<file path="config.mk">
export PLATFORM = sky130hd
export DESIGN_NAME = regfile_access_sched
export DESIGN_NICKNAME = d
export VERILOG_FILES = /design/src/rtl/regfile_access_sched_pkg.sv /design/src/rtl/regfile_addr_check.sv /design/src/rtl/regfile_access_sched.sv
export SDC_FILE = /design/constraint.sdc
export NUM_CORES = 1
export LEC_CHECK = 0
export CAP_MARGIN = 20
export CELL_PAD_IN_SITES_DETAIL_PLACEMENT = 0
export CELL_PAD_IN_SITES_GLOBAL_PLACEMENT = 1
export CORE_MARGIN = 8
export CORE_UTILIZATION = 31
export CTS_CLUSTER_DIAMETER = 200
export DETAILED_ROUTE_END_ITERATION = 7
export GPL_ROUTABILITY_DRIVEN = 0
export PLACE_DENSITY_LB_ADDON = 0.1
export SETUP_SLACK_MARGIN = 0.1
export SKIP_CTS_REPAIR_TIMING = 1
export SLEW_MARGIN = 15
export SYNTH_ARGS = -nofsm -noshare
export SYNTH_HDL_FRONTEND = slang
export SYNTH_SLANG_ARGS = --single-unit
</file>
<file path="constraint.sdc">
create_clock -name clk -period 3.2 [get_ports clk]
set_input_delay 0.48 -clock clk [delete_from_list [all_inputs] [get_ports clk]]
set_output_delay 0.48 -clock clk [all_outputs]
set_load 0.02 [all_outputs]
</file>
<file path="src/rtl/regfile_access_sched_pkg.sv">
// Shared register-map constants and FSM encodings
// for the register-file access scheduler.
package regfile_access_sched_pkg;

    localparam logic [5:0] R_PI0  = 6'd28;
    localparam logic [5:0] R_PI1  = 6'd29;
    localparam logic [5:0] R_32   = 6'd32;
    localparam logic [5:0] R_33   = 6'd33;
    localparam logic [5:0] R_WREG = 6'd34;

    localparam logic [1:0] ST_IDLE = 2'd0;
    localparam logic [1:0] ST_WAIT = 2'd1;
    localparam logic [1:0] ST_RESP = 2'd2;

endpackage

</file>
<file path="src/rtl/regfile_addr_check.sv">
// Register-map decode: which addresses may be read
// and which may be written.
module regfile_addr_check
    import regfile_access_sched_pkg::*;
(
    input  logic [5:0] addr,
    output logic       readable,
    output logic       writable
);

    always_comb begin
        readable = (addr <= R_PI1) || (addr == R_WREG);
        // PI0/PI1 are inputs to the core, never written
        writable = (addr < R_PI0)
                || (addr == R_32)
                || (addr == R_33)
                || (addr == R_WREG);
    end

endmodule

</file>
<file path="src/rtl/regfile_access_sched.sv">
// Arbitrates register-file read selects and write port
// between the core (priority) and a debug host.
module regfile_access_sched
    import regfile_access_sched_pkg::*;
#(
    parameter int DW           = 16,
    parameter int STARVE_LIMIT = 4
) (
    input  logic          clk,
    input  logic          reset_n,
    input  logic          core_req,
    input  logic [4:0]    core_sel_a,
    input  logic [5:0]    core_sel_b,
    input  logic          core_we,
    input  logic [5:0]    core_wsel,
    input  logic [DW-1:0] core_wdata,
    output logic          core_stall,
    input  logic          dbg_valid,
    output logic          dbg_ready,
    input  logic          dbg_write,
    input  logic [5:0]    dbg_addr,
    input  logic [DW-1:0] dbg_wdata,
    output logic          dbg_rvalid,
    input  logic          dbg_rready,
    output logic [DW-1:0] dbg_rdata,
    output logic          dbg_err,
    output logic [4:0]    Sel_A,
    output logic [5:0]    Sel_B,
    input  logic [DW-1:0] Data_B,
    output logic          rf_we,
    output logic [5:0]    rf_wsel,
    output logic [DW-1:0] rf_wdata
);

    localparam int CW = $clog2(STARVE_LIMIT + 1);

    logic [1:0]    state;
    logic [CW-1:0] starve_cnt;
    logic          lat_write;
    logic [5:0]    lat_addr;
    logic [DW-1:0] lat_wdata;

    logic core_wr_ok;
    logic core_rd_unused;
    logic dbg_rd_ok;
    logic dbg_wr_ok;
    logic dbg_ok;
    logic starve_full;
    logic in_wait;
    logic dbg_win;

    regfile_addr_check u_core_chk (
        .addr     (core_wsel),
        .readable (core_rd_unused),
        .writable (core_wr_ok)
    );

    regfile_addr_check u_dbg_chk (
        .addr     (lat_addr),
        .readable (dbg_rd_ok),
        .writable (dbg_wr_ok)
    );

    always_comb begin
        dbg_ok      = lat_write ? dbg_wr_ok : dbg_rd_ok;
        starve_full = (starve_cnt == CW'(STARVE_LIMIT));
        in_wait     = (state == ST_WAIT);
        dbg_win     = in_wait & dbg_ok
                    & (~core_req | starve_full);
    end

    always_comb begin
        Sel_A      = core_sel_a;
        Sel_B      = core_sel_b;
        rf_we      = reset_n & core_req & core_we & core_wr_ok;
        rf_wsel    = core_wsel;
        rf_wdata   = core_wdata;
        core_stall = 1'b0;
        if (dbg_win) begin
            Sel_B      = lat_addr;
            rf_we      = reset_n & lat_write;
            rf_wsel    = lat_addr;
            rf_wdata   = lat_wdata;
            core_stall = core_req;
        end
    end

    assign dbg_ready  = (state == ST_IDLE);
    assign dbg_rvalid = (state == ST_RESP);

    always_ff @(posedge clk or negedge reset_n) begin
        if (!reset_n) begin
            state      <= ST_IDLE;
            starve_cnt <= '0;
            lat_write  <= 1'b0;
            lat_addr   <= '0;
            lat_wdata  <= '0;
            dbg_rdata  <= '0;
            dbg_err    <= 1'b0;
        end else begin
            case (state)
                ST_IDLE: begin
                    if (dbg_valid) begin
                        lat_write  <= dbg_write;
                        lat_addr   <= dbg_addr;
                        lat_wdata  <= dbg_wdata;
                        starve_cnt <= '0;
                        state      <= ST_WAIT;
                    end
                end
                ST_WAIT: begin
                    if (!dbg_ok) begin
                        dbg_err   <= 1'b1;
                        dbg_rdata <= '0;
                        state     <= ST_RESP;
                    end else if (dbg_win) begin
                        dbg_err   <= 1'b0;
                        dbg_rdata <= lat_write ? '0 : Data_B;
                        state     <= ST_RESP;
                    end else begin
                        starve_cnt <= starve_cnt + 1'b1;
                    end
                end
                ST_RESP: begin
                    if (dbg_rready) begin
                        state <= ST_IDLE;
                    end
                end
                default: state <= ST_IDLE;
            endcase
        end
    end

endmodule

</file>
Yosys cells after proc, flatten, opt, wreduce, memory -nomap -nowiden

Cells that the tools add are included.
W data, S select, Z words.

Bitwise operators: 8
Mux-type cells: 20
Equal/unequal tests: 15
Reductions and logical operators: 13
Order comparisons: 3
$add $sub $neg: 1

Operators with widths:

| kind                  | count |
|---|---|
| $mux W16              | 4 |
| $eq A6 B6 Y1 const B  | 6 |
| $lt A6 B5 Y1 const B  | 2 |
| $mux W6               | 2 |
| $mux W3               | 3 |
| $mux W2               | 4 |
| $logic_or A1 B1 Y1    | 7 |
| $and A1 B1 Y1         | 6 |
| $le A6 B5 Y1 const B  | 1 |
| $ne A2 B2 Y1 const B  | 3 |
| $pmux W2 S3           | 1 |
| $pmux W3 S2           | 1 |
| $mux W1               | 5 |
| $ne A2 B1 Y1 const B  | 2 |
| $reduce_and A2 Y1     | 2 |
| $reduce_and A4 Y1     | 1 |
| $add A3 B1 Y3 const B | 1 |
| $eq A3 B3 Y1 const B  | 1 |
| $ne A3 B2 Y1 const B  | 1 |
| $reduce_and A3 Y1     | 1 |
| $eq A2 B1 Y1 const B  | 1 |
| $eq A2 B2 Y1 const B  | 1 |
| $logic_not A2 Y1      | 1 |
| $reduce_bool A2 Y1    | 1 |
| other kinds (2)       | 2 |

Output and inout port bits: 54
Bits in registers: 45
Word-level logic and storage cells: 67
Input bits: 78

Longest topological paths before layout

Gate-level depths: netlist (run 1).

Depth after elaboration: 10
Gate-level depth with buffers: 9
Mapped depth without buffers: 7

Modules after synthesis

Synthesis (run 1) repeated with hierarchy kept, for this count alone.

Cell total of the unflattened synthesis: 206
Area total of the unflattened synthesis: 2504.9 um2

Modules (own cells, without submodules):

| module               | seq. area each (um2) | cells each | instances | area an instance (um2) |
|---|---|---|---|---|
| regfile_access_sched | 1126.1               | 192        | 1         | 2377.3 |
| regfile_addr_check   | 0.0                  | 7          | 2         | 63.8 |

Worst setup path before layout (run 1)

No wires, ideal clock.

Kind: register to output
Start point: reg lat_addr[2]
End point: out Sel_B[5]
Stages on the path, launching flop included: 6
Arrival: 1.848 ns
Path buffers: 1
Path slack: 0.872 ns
Required time: 2.720 ns
Path through: dfrtp_1 nor4b_2 o211ai_2 a221oi_4 buf_6 mux2_1

Word-level cells in the longest chain between the ends: 8
Elaborated cells on any way between the ends: 13
Those cells by class: order compare (2); eq/ne (3); mux (2); bitwise (2); reduce/logical (4)

Ends and longest elaborated chain:

| element                                             | RTL line                                           | RTL |
|---|---|---|
| from (decl)                                         | regfile_access_sched.sv:40                         | `logic [5:0] lat_addr;` |
| from (signal assigned)                              | regfile_access_sched.sv:105                        | `lat_addr <= dbg_addr;` |
| $lt A6 B5 Y1 / $eq A6 B6 Y1 (equally long branches) | regfile_addr_check.sv:14, regfile_addr_check.sv:15 |  |
| $logic_or A1 B1 Y1                                  | regfile_addr_check.sv:15                           | `\|\| (addr == R_32)` |
| $logic_or A1 B1 Y1                                  | regfile_addr_check.sv:16                           | `\|\| (addr == R_33)` |
| $logic_or A1 B1 Y1                                  | regfile_addr_check.sv:17                           | `\|\| (addr == R_WREG);` |
| $mux W1 *                                           | regfile_access_sched.sv:65                         | `dbg_ok = lat_write ? dbg_wr_ok : dbg_rd_ok;` |
| $and A1 B1 Y1 *                                     | regfile_access_sched.sv:68                         | `dbg_win = in_wait & dbg_ok` |
| $and A1 B1 Y1 *                                     | regfile_access_sched.sv:69                         | `& (~core_req \| starve_full);` |
| $mux W6 *                                           | regfile_access_sched.sv:79                         | `if (dbg_win) begin` |
| to (decl)                                           | regfile_access_sched.sv:28                         | `output logic [5:0] Sel_B,` |

Mark *: on every way between the ends. The rest lies on a longest branch, timed or not.

Final worst setup path (run 1)

Start point: reg lat_addr[2]
End point: out rf_wdata[13]

Word-level cells in the longest chain between the ends: 8
Elaborated cells on any way between the ends: 13
Those cells by class: order compare (2); eq/ne (3); mux (2); bitwise (2); reduce/logical (4)

Ends and longest elaborated chain:

| element                                             | RTL line                                           | RTL |
|---|---|---|
| $lt A6 B5 Y1 / $eq A6 B6 Y1 (equally long branches) | regfile_addr_check.sv:14, regfile_addr_check.sv:15 |  |
| $logic_or A1 B1 Y1                                  | regfile_addr_check.sv:15                           |  |
| $logic_or A1 B1 Y1                                  | regfile_addr_check.sv:16                           |  |
| $logic_or A1 B1 Y1                                  | regfile_addr_check.sv:17                           |  |
| $mux W1 *                                           | regfile_access_sched.sv:65                         |  |
| $and A1 B1 Y1 *                                     | regfile_access_sched.sv:68                         |  |
| $and A1 B1 Y1 *                                     | regfile_access_sched.sv:69                         |  |
| $mux W16 *                                          | regfile_access_sched.sv:79                         |  |
| to (decl)                                           | regfile_access_sched.sv:32                         | `output logic [DW-1:0] rf_wdata` |

Marked as above.

==> results of run 1 <==
-- worst max path at each step --
stage                       from      endpoint  slack (ns)  cells after the start
floorplan            lat_addr[2]      Sel_B[5]        0.87                      5
global placement     lat_addr[0]    rf_wsel[3]        0.25                      6
detailed placement  core_wsel[3]         rf_we        0.25                      7
CTS                  lat_addr[0]  rf_wdata[13]       -0.08                      6
global route         lat_addr[2]  rf_wdata[12]        0.15                      6
finish               lat_addr[2]  rf_wdata[13]        0.30                      6
-- routing by layer --
layer	global-route usage (%)	routed length, um
met1	16.2	3070
met3	5.20	704
met2	21.0	3450
met5	0	0
met4	3.11	34
-- logic make-up (layout without fill, tap and decap cells) --
logic type               after synthesis  after routing  synth area share [%]
multiplexers                          52             52                  24.9
adder cells (fa/ha/maj)                2              2                  1.07
flip-flops                            45             45                  48.1
AO/OA/AOI/OAI                         42             42                  12.5
buffers and inverters                 20            141                  5.45
AND/OR/NAND/NOR                       37             37                  8.01
-- worst max-delay path: cells and delay by family, from the launching register on --
| kind | cells | cell delay (ns) |
|---|---|---|
| buffers and inverters | 2 | 0.46 |
| and+or+nand+nor | 1 | 0.31 |
| AOI/OAI and AO/OA | 2 | 0.55 |
| DFF | 1 | 0.45 |
| muxes | 1 | 0.34 |
-- registers in the layout, summed over array words and instances (netlist names) --
signal / flops
state: 2
dbg_err: 1
starve_cnt: 3
lat_addr: 6
dbg_rdata: 16
lat_wdata: 16
lat_write: 1
-- power by group through the flow --
stage | clock, uW | sequential, uW | combinational, uW
after CTS | 380 | 971 | 1410
after global routing | 397 | 1000 | 1480
after detailed placement | 0 | 981 | 1400
after global placement | 0 | 977 | 1400
final | 362 | 964 | 1360
after floorplan | 0 | 995 | 794
-- cell type report --
cell class / instances / area share (%)
clock buffer: 5 / 1.81
timing repair buffer: 129 / 35.6
sequential: 45 / 29.6
tap: 99 / 3.26
multi-input combinational: 133 / 28.7
clock inverter: 3 / 0.560
inverter: 4 / 0.395
-- cell usage in the layout (no fill, tap or decap) --
cell type,count
sky130_fd_sc_hd__a32o_1,1
sky130_fd_sc_hd__and4bb_2,1
sky130_fd_sc_hd__a22o_1,6
sky130_fd_sc_hd__buf_4,7
sky130_fd_sc_hd__buf_12,1
sky130_fd_sc_hd__mux2_2,30
sky130_fd_sc_hd__nor3_1,1
sky130_fd_sc_hd__mux2i_1,2
sky130_fd_sc_hd__or3_1,1
sky130_fd_sc_hd__nor4b_2,1
sky130_fd_sc_hd__a211oi_2,1
sky130_fd_sc_hd__or2_2,1
sky130_fd_sc_hd__a21oi_1,4
sky130_fd_sc_hd__inv_6,1
sky130_fd_sc_hd__o21ai_0,24
sky130_fd_sc_hd__o31ai_1,1
sky130_fd_sc_hd__a21boi_1,1
sky130_fd_sc_hd__clkdlybuf4s50_1,90
sky130_fd_sc_hd__a211o_1,1
sky130_fd_sc_hd__clkinv_2,1
sky130_fd_sc_hd__a21oi_4,1
sky130_fd_sc_hd__nand2b_1,3
sky130_fd_sc_hd__inv_1,4
sky130_fd_sc_hd__dfrtp_1,45
sky130_fd_sc_hd__and2b_1,1
sky130_fd_sc_hd__clkinvlp_4,1
sky130_fd_sc_hd__nor2b_1,2
sky130_fd_sc_hd__dlymetal6s2s_1,30
sky130_fd_sc_hd__clkbuf_8,5
sky130_fd_sc_hd__nor2_1,3
sky130_fd_sc_hd__nand3_1,1
sky130_fd_sc_hd__nand2_1,20
sky130_fd_sc_hd__and2_1,2
sky130_fd_sc_hd__mux2_1,20
sky130_fd_sc_hd__ha_1,2
sky130_fd_sc_hd__a221oi_4,1
sky130_fd_sc_hd__o211ai_2,1
sky130_fd_sc_hd__buf_2,1
-- through the flow --
stage | total power, uW | std cells | TNS, ns | setup slack (ns) | util, %
2_1_floorplan | 1790 | 198 | 0 | 0.872 | -
3_3_place_gp | 2370 | 410 | 0 | 0.255 | 49.8
3_5_place_dp | 2380 | 410 | 0 | 0.252 | 49.8
4_1_cts | 2760 | 418 | -1.56 | -0.0750 | 51.1
5_1_grt | 2880 | 418 | 0 | 0.146 | 52.1
6_report | 2690 | 418 | 0 | 0.300 | 52.1
==> flow_summary.yaml, run 1 <==
sta:
  report.final.hold_viol_count: 0
  slew-limit-headroom_pct: 59.2
  hold-worst-slack_ns: 0.311
  worst_setup_skew_after_layout_ns: 0.0119
  clock.fmax_mhz: 345
  setup_repair_after_global_routing_missed_its_margin: "false"
  final_slew_viol_count: 0
  setup-violations-final: 0
  finalWorstPathRequiredPeriod_ns: 2.90
  tightest_slew_ns: 0.612
  layout_worst_path_cycle_share_pct: 90.6
cts:
  number_of_cts_inserted_buffers: 5
  clk_pin_slew_worst_paths_ns: 0.08
  clockRootBuffer: "sky130_fd_sc_hd__clkbuf_8"
  htreeDepth: 2
  tritoncts: "yes"
  clock_sink_count: 45
  clk_latency_ns: 0.30
  clock_tree.buffer_depth: 2
placed_design:
  dp_hpwl_um: 5350
  place.port_buffers: 121
  postPlaceCellArea_mm2: 0.00363
global_routing:
  grt_pass1_wl_um: 10900
  number_of_antenna_violations_at_the_first_check_in_global_routing: 0
  grt_remaining_overflow: 0
  grt_pass1_vias: 2046
  pin_count_of_the_biggest_net_entering_global_routing: 46
  all_layer_global_routing_usage_pct: 13.1
worst_setup_path:
  worstPathRequired_ns: 2.72
  r2r_slack_ns: 1.03
  crit_fanout: 32
  cp_cell_sequence: "nor4b_2, o211ai_2, a221oi_4, buf_12, mux2_1, dlymetal6s2s_1"
  critical_path.startpoint_type: "flop"
  largest_stage_delay_on_the_critical_path_ns: 0.45
  timing.reg2reg.worst_path_depth: 6
  cp_data_arrival_time_ns: 2.42
  timing.setup.critical_path_class: "flop to primary output"
  end_kind: "primary output"
  reg2reg_from: "lat_addr[2]"
  reg2reg_to: "state[1]"
  cpMaxStageDelayCell: "sky130_fd_sc_hd__dfrtp_1"
synthesis:
  synth.distinct_cells: 34
  syn_nets: 278
  yosysTopAreaCell: "sky130_fd_sc_hd__dfrtp_1"
  share_of_yosys_cell_area_claimed_by_the_top_area_cell_type_pct: 48.1
  synth_top_cells_by_area: "sky130_fd_sc_hd__dfrtp_1 48%, sky130_fd_sc_hd__mux2_2 14%, sky130_fd_sc_hd__mux2_1 9.6%"
  synth.ff_latch_count: 45
  ys_async_sr_fraction_pct: 100
  most_frequent_cells_after_synthesis: "45 x sky130_fd_sc_hd__dfrtp_1, 30 x sky130_fd_sc_hd__mux2_2, 24 x sky130_fd_sc_hd__o21ai_0, 20 x sky130_fd_sc_hd__mux2_1, 20 x sky130_fd_sc_hd__nand2_1"
  synth-warning-count: 0
  synth_edf_count: 0
  post-synth-top-count-cell: "sky130_fd_sc_hd__dfrtp_1"
  seq_area_frac_synth_pct: 48.1
  syn-cell-area_mm2: 0.00234
  synth-main-ff-cell: "sky130_fd_sc_hd__dfrtp_1"
  postSynthAreaPerCell_um2: 11.8
  synth_cells: 198
floorplanning:
  die_width_um: 103
  num_rows: 31
  fp.dieArea_mm2: 0.0106
  top_level_ports: 132
  die-height_um: 103
  placeable_core_area_mm2: 0.00729
  initial_utilization_pct: 32.1
cells_and_area:
  fillerInstances: 693
  area.growth.synth_to_final_pct: 62.1
  final_cell_area_mm2: 0.00380
  antennaDiodeCount: 0
  multi_input_comb_area_mm2: 0.00109
  area_used_by_sequential_logic_in_the_layout_mm2: 0.00113
  final_layout_size_suffix_gt1_share_pct: 16.9
  fin_nets: 398
pwr:
  power_density_mw_per_mm2: 708
  share_clk_of_total_power_pct: 13.5
  power.share.switching_pct: 38.8
  p_switching_uw: 1040
  internal_power_uw: 1650
  max-vdd-ir-drop_v: 0.000279
  leakagePower_uw: 0.00179
  sequential_share_of_power_pct: 35.9
  pwr-share-comb_pct: 50.7
routing:
  drt-pass1-iter-count: 4
  wl_per_cell_um: 17.4
  routed-via-count: 1986
  detail_route.wirelength_um: 7250
  via_per_inst: 4.75
  antenna_violating_nets_post_route: 0
  drcViolationCount: 0
  detailedRoute.firstIterationViolations: 89
flow_run:
  max_cap_viol_count: 0
outcome:
  outcome: "complete, no violations"
min_path:
  hp-class: "primary input to asynchronous set/reset pin"
(Power assumes the default switching activity.)
==> inputs of run 2 (changes only) <==
--- a/config.mk
+++ b/config.mk
@@ -8,13 +8,11 @@
 export CAP_MARGIN = 20
 export CELL_PAD_IN_SITES_DETAIL_PLACEMENT = 0
 export CELL_PAD_IN_SITES_GLOBAL_PLACEMENT = 1
-export CORE_MARGIN = 8
 export CORE_UTILIZATION = 31
 export CTS_CLUSTER_DIAMETER = 200
 export DETAILED_ROUTE_END_ITERATION = 7
 export GPL_ROUTABILITY_DRIVEN = 0
 export PLACE_DENSITY_LB_ADDON = 0.1
-export SETUP_SLACK_MARGIN = 0.1
 export SKIP_CTS_REPAIR_TIMING = 1
 export SLEW_MARGIN = 15
 export SYNTH_ARGS = -nofsm -noshare
==> run 2 against run 1 <==
Net effect: sequential share of layout area decreased by 0.26 points; worst setup slack lost 0.10 ns; combinational power barely moved; clock power down 1%; via count fell by 0.86%; cell area rose by 0.89%; wire length down 13%; power increased by 0.16%; register-to-register slack worse by 0.06 ns; fmax decreased by 3.5%; first-iteration DRC count decreased by 71%; critical path depth is the same; critical path type unchanged.
==> flow_summary.yaml, run 2 (synthesis gave the netlist of run 1 again) <==
pwr:
  power_density_mw_per_mm2: 703
  report.power.total_uw: 2690
  max-vdd-ir-drop_v: 0.000273
  leakagePower_uw: 0.00180
sta:
  layout_worst_path_cycle_share_pct: 93.9
  clock.fmax_mhz: 333
  worst_setup_skew_after_layout_ns: 0.0101
  finalWorstPathRequiredPeriod_ns: 3.00
  final_slew_viol_count: 0
  setup-violations-final: 0
  tightest_slew_ns: 0.874
  slew-limit-headroom_pct: 41.7
  report.final.hold_viol_count: 0
  setup_repair_after_global_routing_missed_its_margin: "false"
routing:
  antenna_violating_nets_post_route: 0
  wl_per_cell_um: 14.9
  drt-pass1-iter-count: 4
  drcViolationCount: 0
  via_per_inst: 4.65
  detail_route.wirelength_um: 6320
  detailedRoute.firstIterationViolations: 26
  routed-via-count: 1969
placed_design:
  dp_hpwl_um: 4470
  numPlacedInstances: 408
  place.port_buffers: 121
cells_and_area:
  final_layout_size_suffix_gt1_share_pct: 18.2
  fin_nets: 403
  antennaDiodeCount: 0
  layout_top_registers: "dbg_rdata (16), lat_wdata (16), lat_addr (6)"
  most_frequent_cells_in_the_layout: "91 x sky130_fd_sc_hd__clkdlybuf4s50_1, 45 x sky130_fd_sc_hd__dfrtp_1, 30 x sky130_fd_sc_hd__mux2_2, 29 x sky130_fd_sc_hd__dlymetal6s2s_1, 24 x sky130_fd_sc_hd__o21ai_0"
  final_core_util_pct: 52.6
  layout.cells.most_common: "sky130_fd_sc_hd__clkdlybuf4s50_1"
  finalNonFillerCells: 423
  area.growth.synth_to_final_pct: 63.5
floorplanning:
  die_width_um: 88.9
  die-height_um: 88.9
  num_rows: 31
  top_level_ports: 132
  initial_utilization_pct: 32.1
  fp.dieArea_mm2: 0.00791
  placeable_core_area_mm2: 0.00729
cts:
  clock_tree.buffer_depth: 2
  clockRootBuffer: "sky130_fd_sc_hd__clkbuf_8"
  tritoncts: "yes"
  clk_pin_slew_worst_paths_ns: 0.09
  clock_sink_count: 45
  htreeDepth: 2
  number_of_cts_inserted_buffers: 5
  clk_latency_ns: 0.30
global_routing:
  number_of_antenna_violations_at_the_first_check_in_global_routing: 0
  pin_count_of_the_biggest_net_entering_global_routing: 46
  grt_pass1_vias: 1960
  grt_pass1_wl_um: 9460
  grt_remaining_overflow: 0
  all_layer_global_routing_usage_pct: 15.9
worst_setup_path:
  worstPathRequired_ns: 2.72
  timing.setup.critical_path_class: "flop to primary output"
  end_kind: "primary output"
  cp_data_arrival_time_ns: 2.52
  crit_fanout: 12
  critical_path.startpoint_type: "flop"
  r2r_slack_ns: 0.97
outcome:
  outcome: "complete, no violations"
flow_run:
  max_cap_viol_count: 0
min_path:
  hp-class: "primary input to asynchronous set/reset pin"
-- run 2: worst paths after layout --
path	start	to	depth (start not counted)
worst max register to register	lat_addr[2]	dbg_rdata[2]	7
worst max-delay path	lat_addr[2]	core_stall	6
worst min register to register	dbg_err	dbg_err	1
worst min-delay path	reset_n	dbg_err	2
max in group asynchronous	reset_n	lat_addr[5]	2
min in group clk	dbg_err	dbg_err	1
-- run 2: layout make-up --
| class | count | area (um^2) |
|---|---|---|
| clock inverters | 3 | 21.3 |
| inverters | 4 | 15.0 |
| clock buffers | 5 | 68.8 |
| well taps | 99 | 124 |
| fillers | 681 | 3460 |
| repair buffers | 134 | 1390 |
| multi-input cells | 133 | 1090 |
| flip-flops and latches | 45 | 1130 |
-- run 2: report_power, final --
group	switching (uW)	internal, uW
logic	656	711
registers	173	796
clock network	202	155
-- run 2: per-stage QoR --
step	cell area, um^2	worst slack, ns	TNS (ns)	hold WS (ns)
6_report	3830	0.195	0	0.283
5_1_grt	3830	0.0816	0	0.347
4_1_cts	3700	-0.118	-2.79	0.309
3_5_place_dp	3610	0.211	0	0.492
3_3_place_gp	3610	0.203	0	0.486
2_1_floorplan	2340	0.872	0	0.184
-- run 2: per-layer routing --
layer	part of all wire, %	track usage [%]	up-vias
li1	-	-	949
met1	44	20.4	942
met2	48	26.6	71
met3	7.4	4.16	7
met4	0.63	4.47	0
met5	0	0	-
-- run 2: worst max-delay path, stage by stage, from the launching register on --
cell and delay (ns):
sky130_fd_sc_hd__dfrtp_1 0.45, sky130_fd_sc_hd__nor4b_2 0.29, sky130_fd_sc_hd__o211ai_2 0.16, sky130_fd_sc_hd__a221oi_4 0.39
sky130_fd_sc_hd__buf_6 0.21, sky130_fd_sc_hd__and2_1 0.13, sky130_fd_sc_hd__clkdlybuf4s50_1 0.59
